==> config.mk <==
export PLATFORM = sky130hd
export DESIGN_NAME = vga_timing_gen
export DESIGN_NICKNAME = d
export VERILOG_FILES = /design/src/rtl/vga_timing_pkg.sv /design/src/rtl/vga_axis_counter.sv /design/src/rtl/vga_timing_gen.sv
export SDC_FILE = /design/constraint.sdc
export NUM_CORES = 1
export LEC_CHECK = 0
export CAP_MARGIN = 20
export CORE_MARGIN = 2
export CORE_UTILIZATION = 48
export DETAILED_ROUTE_END_ITERATION = 10
export PLACE_DENSITY = 0.85
export SLEW_MARGIN = 20
export SYNTH_ARGS = -nofsm -noshare
export SYNTH_HDL_FRONTEND = slang
export SYNTH_HIERARCHICAL = 1
export SYNTH_SLANG_ARGS = --single-unit
==> constraint.sdc <==
create_clock -name CLOCK_50 -period 3.8 [get_ports CLOCK_50]
set_input_delay 0.76 -clock CLOCK_50 [delete_from_list [all_inputs] [get_ports CLOCK_50]]
set_output_delay 0.76 -clock CLOCK_50 [all_outputs]
set_load 0.005 [all_outputs]
==> src/rtl/vga_timing_pkg.sv <==
// rtl/vga_timing_pkg.sv - 640x480@60 VGA timing constants, axis phase type, sync/blank pipe word
package vga_timing_pkg;

  localparam int COORD_W = 11;

  localparam int H_ACTIVE = 640;
  localparam int H_FP     = 16;
  localparam int H_SYNC   = 96;
  localparam int H_BP     = 48;
  localparam int H_TOTAL  = H_ACTIVE + H_FP + H_SYNC + H_BP;
  localparam int H_SYNC_START = H_ACTIVE + H_FP;
  localparam int H_SYNC_END   = H_SYNC_START + H_SYNC - 1;

  localparam int V_ACTIVE = 480;
  localparam int V_FP     = 10;
  localparam int V_SYNC   = 2;
  localparam int V_BP     = 33;
  localparam int V_TOTAL  = V_ACTIVE + V_FP + V_SYNC + V_BP;
  localparam int V_SYNC_START = V_ACTIVE + V_FP;
  localparam int V_SYNC_END   = V_SYNC_START + V_SYNC - 1;

  typedef enum logic [1:0] {
    PH_ACTIVE,
    PH_FRONT,
    PH_SYNC,
    PH_BACK
  } vga_phase_t;

  // Everything that must be delayed to line up with the renderer colour.
  typedef struct packed {
`ifdef VGA_TEST_PATTERN_EN
    logic [2:0] bar;
`endif
    logic       hs_n;
    logic       vs_n;
    logic       blank_n;
  } vga_ctl_t;

  localparam vga_ctl_t CTL_IDLE = '{hs_n: 1'b1, vs_n: 1'b1, default: '0};

  function automatic logic [23:0] bar_colour(input logic [2:0] bar);
    return {{8{bar[2]}}, {8{bar[1]}}, {8{bar[0]}}};
  endfunction

endpackage

==> src/rtl/vga_axis_counter.sv <==
// rtl/vga_axis_counter.sv - one timing axis: position counter plus ACTIVE/FRONT/SYNC/BACK phase FSM
module vga_axis_counter
  import vga_timing_pkg::*;
#(
  parameter int ACTIVE = 640,
  parameter int FP     = 16,
  parameter int SYNC   = 96,
  parameter int BP     = 48
) (
  input  logic               clk,
  input  logic               reset,
  input  logic               en,
  output logic [COORD_W-1:0] count,
  output vga_phase_t         phase,
  output logic               wrap
);

  localparam logic [COORD_W-1:0] LAST     = COORD_W'(ACTIVE + FP + SYNC + BP - 1);
  localparam logic [COORD_W-1:0] FRONT_AT = COORD_W'(ACTIVE);
  localparam logic [COORD_W-1:0] SYNC_AT  = COORD_W'(ACTIVE + FP);
  localparam logic [COORD_W-1:0] BACK_AT  = COORD_W'(ACTIVE + FP + SYNC);

  logic [COORD_W-1:0] count_next;
  vga_phase_t         phase_next;

  assign wrap = (count == LAST);

  // Phase moves on the boundary the counter is about to cross, so it stays aligned with count.
  always_comb begin
    count_next = wrap ? '0 : count + 1'b1;
    phase_next = phase;
    case (phase)
      PH_ACTIVE: if (count_next == FRONT_AT) phase_next = PH_FRONT;
      PH_FRONT:  if (count_next == SYNC_AT)  phase_next = PH_SYNC;
      PH_SYNC:   if (count_next == BACK_AT)  phase_next = PH_BACK;
      PH_BACK:   if (wrap)                   phase_next = PH_ACTIVE;
      default:   phase_next = PH_ACTIVE;
    endcase
  end

  always_ff @(posedge clk) begin
    if (reset) begin
      count <= '0;
      phase <= PH_ACTIVE;
    end else if (en) begin
      count <= count_next;
      phase <= phase_next;
    end
  end

endmodule

==> src/rtl/vga_timing_gen.sv <==
// rtl/vga_timing_gen.sv - VGA timing source with renderer-latency-matched sync/blank and colour output
// Optional colour-bar generator enabled by defining VGA_TEST_PATTERN_EN (adds test_mode input).
module vga_timing_gen #(
  parameter int H_ACTIVE = vga_timing_pkg::H_ACTIVE,
  parameter int H_FP     = vga_timing_pkg::H_FP,
  parameter int H_SYNC   = vga_timing_pkg::H_SYNC,
  parameter int H_BP     = vga_timing_pkg::H_BP,
  parameter int V_ACTIVE = vga_timing_pkg::V_ACTIVE,
  parameter int V_FP     = vga_timing_pkg::V_FP,
  parameter int V_SYNC   = vga_timing_pkg::V_SYNC,
  parameter int V_BP     = vga_timing_pkg::V_BP,
  parameter int PIPE_DLY = 1
) (
  input  logic                               CLOCK_50,
  input  logic                               reset,
  output logic [vga_timing_pkg::COORD_W-1:0] posX,
  output logic [vga_timing_pkg::COORD_W-1:0] posY,
  output logic                               pix_tick,
  output logic                               frame_start,
`ifdef VGA_TEST_PATTERN_EN
  input  logic                               test_mode,
`endif
  input  logic [7:0]                         in_r,
  input  logic [7:0]                         in_g,
  input  logic [7:0]                         in_b,
  output logic [7:0]                         VGA_R,
  output logic [7:0]                         VGA_G,
  output logic [7:0]                         VGA_B,
  output logic                               VGA_HS,
  output logic                               VGA_VS,
  output logic                               VGA_BLANK_N,
  output logic                               VGA_SYNC_N,
  output logic                               VGA_CLK
);

  import vga_timing_pkg::*;

  logic       tick_phase;
  logic       at_origin;
  logic       h_wrap;
  logic       v_wrap;
  vga_phase_t h_phase;
  vga_phase_t v_phase;
  vga_ctl_t   ctl_raw;
  vga_ctl_t   ctl_dly;
  logic [23:0] rgb_next;

  // pix_tick is the registered copy of the phase, so the first tick lands two cycles after reset.
  always_ff @(posedge CLOCK_50) begin
    if (reset) begin
      tick_phase <= 1'b0;
      pix_tick   <= 1'b0;
    end else begin
      tick_phase <= ~tick_phase;
      pix_tick   <= tick_phase;
    end
  end

  vga_axis_counter #(
    .ACTIVE (H_ACTIVE),
    .FP     (H_FP),
    .SYNC   (H_SYNC),
    .BP     (H_BP)
  ) u_h_axis (
    .clk   (CLOCK_50),
    .reset (reset),
    .en    (pix_tick),
    .count (posX),
    .phase (h_phase),
    .wrap  (h_wrap)
  );

  vga_axis_counter #(
    .ACTIVE (V_ACTIVE),
    .FP     (V_FP),
    .SYNC   (V_SYNC),
    .BP     (V_BP)
  ) u_v_axis (
    .clk   (CLOCK_50),
    .reset (reset),
    .en    (pix_tick & h_wrap),
    .count (posY),
    .phase (v_phase),
    .wrap  (v_wrap)
  );

  always_comb begin
    ctl_raw         = CTL_IDLE;
    ctl_raw.hs_n    = (h_phase != PH_SYNC);
    ctl_raw.vs_n    = (v_phase != PH_SYNC);
    ctl_raw.blank_n = (h_phase == PH_ACTIVE) && (v_phase == PH_ACTIVE);
`ifdef VGA_TEST_PATTERN_EN
    ctl_raw.bar     = posX[9:7];
`endif
  end

  generate
    if (PIPE_DLY == 0) begin : g_no_dly
      assign ctl_dly = ctl_raw;
    end else begin : g_dly
      vga_ctl_t pipe [PIPE_DLY];

      always_ff @(posedge CLOCK_50) begin
        if (reset) begin
          for (int i = 0; i < PIPE_DLY; i++) pipe[i] <= CTL_IDLE;
        end else if (pix_tick) begin
          pipe[0] <= ctl_raw;
          for (int i = 1; i < PIPE_DLY; i++) pipe[i] <= pipe[i-1];
        end
      end

      assign ctl_dly = pipe[PIPE_DLY-1];
    end
  endgenerate

  always_comb begin
    rgb_next = {in_r, in_g, in_b};
`ifdef VGA_TEST_PATTERN_EN
    if (test_mode) rgb_next = bar_colour(ctl_dly.bar);
`endif
    if (!ctl_dly.blank_n) rgb_next = '0;
  end

  // Sync, blank and colour share one output register so they change on the same pixel.
  always_ff @(posedge CLOCK_50) begin
    if (reset) begin
      VGA_HS                <= 1'b1;
      VGA_VS                <= 1'b1;
      VGA_BLANK_N           <= 1'b0;
      {VGA_R, VGA_G, VGA_B} <= '0;
      at_origin             <= 1'b1;
    end else if (pix_tick) begin
      VGA_HS                <= ctl_dly.hs_n;
      VGA_VS                <= ctl_dly.vs_n;
      VGA_BLANK_N           <= ctl_dly.blank_n;
      {VGA_R, VGA_G, VGA_B} <= rgb_next;
      at_origin             <= h_wrap & v_wrap;
    end
  end

  assign frame_start = pix_tick & at_origin;
  assign VGA_SYNC_N  = 1'b0;
  assign VGA_CLK     = tick_phase;

endmodule

* Yosys cells after proc, flatten, opt, wreduce, memory -nomap -nowiden *
Memory sizes are Yosys's and may differ from the RTL's.
Index checks and enable logic that the tools add are counted.

storage, ports and cells
  bits in registers = 56
  RAM bits = 3
  input port bits = 26
  output and inout port bits = 53
  word-level logic and storage cells = 70
  memories = 1

operators by class
  add/sub/neg operators = 2
  equal/unequal tests = 24
  muxes and demuxes = 20
  bitwise logic cells = 4
  reduce and logical (&&, ||, !) cells = 6

memory list
  memory      depth  width  read ports  clocked after memory_dff  wr ports  RTL line               RTL
  g_dly.pipe  1      3      1           0                         1         vga_timing_gen.sv:101  vga_ctl_t pipe [PIPE_DLY];

operators by type and width
  kind                   number
  $eq 11x10->1 const B   5
  $eq 11x9->1 const B    3
  $mux 24                1
  $add 11x1->11 const B  2
  $mux 11                2
  $mux 2                 8
  $pmux 2 s4             2
  $ne 2x1->1 const B     7
  $reduce_and 5->1       2
  $eq 2x2->1 const B     4
  $mux 1                 6
  $ne 2x2->1 const B     3
  $eq 2x1->1 const B     2
  $logic_not 2->1        2
  $and 1x1->1            3
  $mux 3                 1
  $reduce_or 3->1        1
  $logic_and 1x1->1      1
  $not 1->1              1

* Logic depth before layout (Yosys ltp) *
  depth after elaboration = 5
  gate-level depth with buffers = 10
  depth with buffers taken out = 9

* Hierarchy *
Netlist, hierarchy kept.

modules (own cells, without submodules)
  module                        times used  cells an instance  area an instance (µm²)  seq. area each (µm²)
  vga_timing_gen                1           138                1286.2                  690.7
  vga_axis_counter at u_v_axis  1           127                1001.0                  260.2
  vga_axis_counter at u_h_axis  1           114                962.2                   260.2

* Worst setup path before layout *
No wires, ideal clock.

  path kind = register to register
  start point = register u_h_axis.count[6]
  end point = register u_v_axis.phase[1]
  library setup time = 0.122 ns
  arrival = 2.528 ns
  data required time = 3.678 ns
  slack = 1.149 ns
  stages on the path, launching flop included = 11
  path buffers = 2
  period minus slack after synthesis = 2.651 ns
  cell sequence = dfxtp_1 -> buf_6 -> or4_4 -> nor3_2 -> and2_4 -> clkbuf_1 -> inv_1 -> a221oi_1 -> o2111ai_1 -> o31ai_1 -> a21oi_1

on the way
  longest elaborated chain between the ends = 3

RTL lines
  item                        RTL line                RTL
  from (decl)                 vga_axis_counter.sv:13  output logic [COORD_W-1:0] count,
  from (signal assigned)      vga_axis_counter.sv:46  count <= count_next;
  $eq 11x10->1                vga_axis_counter.sv:26  assign wrap = (count == LAST);
  via h_wrap                  vga_timing_gen.sv:40    logic h_wrap;
  $and 1x1->1                 vga_timing_gen.sv:81    .en (pix_tick & h_wrap),
  $reduce_and 5->1 (no line)  n/a
  to (signal assigned)        vga_axis_counter.sv:47  phase <= phase_next;
  to (decl)                   vga_axis_counter.sv:14  output vga_phase_t phase,

The timed path passes the listed nets, and every way through them passes these cells.
A chain may end at the register's enable or synchronous reset.

* Worst setup path in the final report *
  start point = register u_h_axis.count[0]
  end point = register u_v_axis.phase[0]

Same word-level chain as after synthesis.

==> results.toml <==
[logic_synthesis]
synth-compound-area-share_pct = 15.5
synthAdderAreaFrac_pct = 5.01
syn_area_um2 = 3250
syn_nets = 418
synth_xor_area_share_pct = 3.50
yosysMostFrequentCell = "dfxtp_1"
syn_avg_cell_area_um2 = 8.57
ys_warn_count = 6
synthMuxAreaShare_pct = 2.81
synth-simple-area-share_pct = 28.8
synth_top_family_by_area = "simple AND/OR/NAND/NOR gates"
yosysTopAreaCell = "dfxtp_1"
synth_edf_count = 3
ys_ff_latch = 59
synth_common_cells = "56 x dfxtp_1, 38 x a21oi_1, 34 x nand3_1, 32 x nor2_1, 28 x nand2b_1"
postSynthCellCount = 379
ys.flop_type = "dfxtp_1"
seq_area_frac_synth_pct = 37.3
synthTopCellsByArea = "dfxtp_1 35%, a21oi_1 5.9%, nand2b_1 5.4%"
ys_types = 65
synth_top_area_share_pct = 34.5
async_flop_share_pct = 0

[die]
fp.dieH_um = 86.3
start_util_pct = 50.3
dieArea_um2 = 7440
core_um2 = 6460
row_count = 29
die_w_um = 86.3
io_pins = 79

[critical_path]
cp.required_ns = 3.98
slowest_stage = "dfxtp_1"
rr_endpoint = "u_v_axis/phase[0]$_SDFFE_PP0P_"
cp_max_fo = 11
crit_arrival_ns = 2.96
cp_cell_sequence = "ha_1 -> nand3_2 -> nor3_2 -> and2_4 -> inv_1 -> a221oi_1 -> o2111ai_1 -> nor3_1 -> a211oi_2"
crit_type = "flop to flop"
r2r_cells = 9
cp-end-kind = "flop"
r2r-start = "u_h_axis/count[0]$_SDFFE_PP0P_"
slowest_delay_ns = 0.44
reg2reg_slack_ns = 1.02
cp-start-kind = "flop"

[routing]
drtIter0Drc = 139
wl_per_cell_um = 14.1
vias = 2971
ant_nets = 0
dr.pass1.iters = 4
totalWireLength_um = 7390
drc_errors = 0
viasPerCell = 5.68

[cells_and_area]
area_growth_pct = 27.5
fin_cells = 523
num-nets-final = 481
diodes = 0
fin_util_pct = 64.2
layout-drive-gt1-share_pct = 8.07

[clock_network]
cts_buffers = 9
cts_sinks = 59
cts-root-buf = "clkbuf_8"
htree_levels = 3
cts_tree = "built"
clock_latency_ns = 0.33
clkTransAtPathRegs_ns = 0.07
clockBufferDepth = 2
cts_resized = 0
postCtsSetupRepairBufs = 0
hold_buffers = 0

[place]
hpwl_um = 4960
dp.cells = 508
io_buffers = 77
place.gp.congestion = 0.867

[grt]
antenna_found_initial = 0
grt_pass1_wl_um = 12000
globalRouteOverflowTotal = 0
grt_use_met1_pct = 26.4
top_usage_layer = "met2"
use_met2_pct = 31.0
grt_pass1_vias = 2648
grt_max_degree = 63
track_usage_pct = 19.7
grtUsageMet3_pct = 4.67

[sta]
worst_pin_slew_ns = 0.851
setup_viol = 0
fin_crit_sh_pct = 73.2
finClkSkew_ns = 0.00797
rsz0062_at_grt = "no"
period_minus_slack_ns = 2.78
max_freq_ghz = 0.360
maxSlewHeadroom_pct = 43.3
drv_slew = 0
hold_viol = 0
holdWs_ns = 0.420
setup_tns_ns = 0

[power_and_ir_drop]
ir_drop_v = 0.000233
powerDensity_nw_per_um2 = 320
power.leakage_nw = 1.38
power.total_w = 0.00132

[hold_path]
hold_path_depth = 1
hold_path.class = "flop to flop"
hold_end = "VGA_CLK$_SDFF_PP0_"
hold_start = "VGA_CLK$_SDFF_PP0_"

[outcome]
status = "finished clean"

[job]
max_cap_violations = 0
worst max path at each step:
| stage | from | to | slack, ns |
|---|---|---|---|
| floorplan | u_h_axis/count[6]$_SDFFE_PP0P_ | u_v_axis/phase[1]$_SDFFE_PP0P_ | 1.15 |
| detailed placement | u_h_axis/count[0]$_SDFFE_PP0P_ | u_v_axis/phase[1]$_SDFFE_PP0P_ | 1.04 |
| global route | u_h_axis/count[0]$_SDFFE_PP0P_ | u_v_axis/phase[1]$_SDFFE_PP0P_ | 0.71 |
| CTS | u_h_axis/count[0]$_SDFFE_PP0P_ | u_v_axis/phase[0]$_SDFFE_PP0P_ | 1.01 |
| global placement | u_h_axis/count[5]$_SDFFE_PP0P_ | u_v_axis/phase[1]$_SDFFE_PP0P_ | 1.10 |
| finish | u_h_axis/count[0]$_SDFFE_PP0P_ | u_v_axis/phase[0]$_SDFFE_PP0P_ | 1.02 |
critical path: cells and delay by family, from the launching register on:
| family | cells | cell delay, ns |
|---|---|---|
| simple gates | 4 | 1.15 |
| fa+ha+maj | 1 | 0.31 |
| flops | 1 | 0.44 |
| buf+inv | 1 | 0.12 |
| compound gates | 3 | 0.60 |
where the power goes:
group | internal (W) | switching [W]
Sequential | 0.000635 | 0.0000155
Clock | 0.000352 | 0.000233
Combinational | 0.0000538 | 0.0000348
Total | 0.00104 | 0.000284
cell type report:
class | count | area [µm²]
fill | 548 | 2310
timing repair buffer | 78 | 776
sequential | 59 | 1210
clock inverter | 2 | 35.0
multi-input combinational | 283 | 1810
tap | 77 | 96.3
clock buffer | 13 | 169
inverter | 11 | 46.3
sequential cells by signal, indices dropped and copies added (netlist names), 2 cells and up:
register,cells
VGA_B,8
VGA_G,8
VGA_R,8
g_dly.pipe,3
u_h_axis/count,11
u_h_axis/phase,2
u_v_axis/count,11
u_v_axis/phase,2
kinds of logic after synthesis:
logic type,count (synthesis)
XOR/XNOR,13
buffers and inverters,37
multiplexers,9
other,1
flip-flops,59
AND/OR/NAND/NOR,169
AO/OA/AOI/OAI,78
adder cells (fa/ha/maj),13
metrics by stage:
stage	worst slack [ns]	cell area, µm²
floorplan	1.15	3250
global placement	1.10	3940
detailed placement	1.04	3940
CTS	1.01	4140
global route	0.712	4140
finish	1.02	4140
routing by layer:
layer	share of wire (%)	wire length, µm
met1	47	3470
met2	45	3320
met3	6.5	478
met4	1.7	129
met5	0	0
placed cells by master (no fill, tap or decap), types with 3 or more instances in the layout:
cell type / Yosys / layout
and3_1: 4 / 4
clkdlybuf4s50_1: 0 / 76
nand4_1: 7 / 7
dfxtp_1: 56 / 55
o21ai_1: 4 / 4
nand2_1: 16 / 16
a21oi_1: 38 / 38
nand2b_1: 28 / 28
o21ai_0: 8 / 8
or4_1: 6 / 6
a211o_1: 3 / 3
clkbuf_8: 2 / 12
xor2_1: 6 / 6
nor2_1: 32 / 32
mux2i_1: 8 / 8
xnor2_1: 7 / 7
edfxtp_1: 3 / 3
nor3_1: 11 / 11
inv_1: 9 / 9
or2b_2: 3 / 3
nand3_1: 34 / 34
ha_1: 13 / 13
a31oi_1: 3 / 3
nor4_1: 4 / 4
nor2b_1: 3 / 3
(Power assumes the default switching activity.)
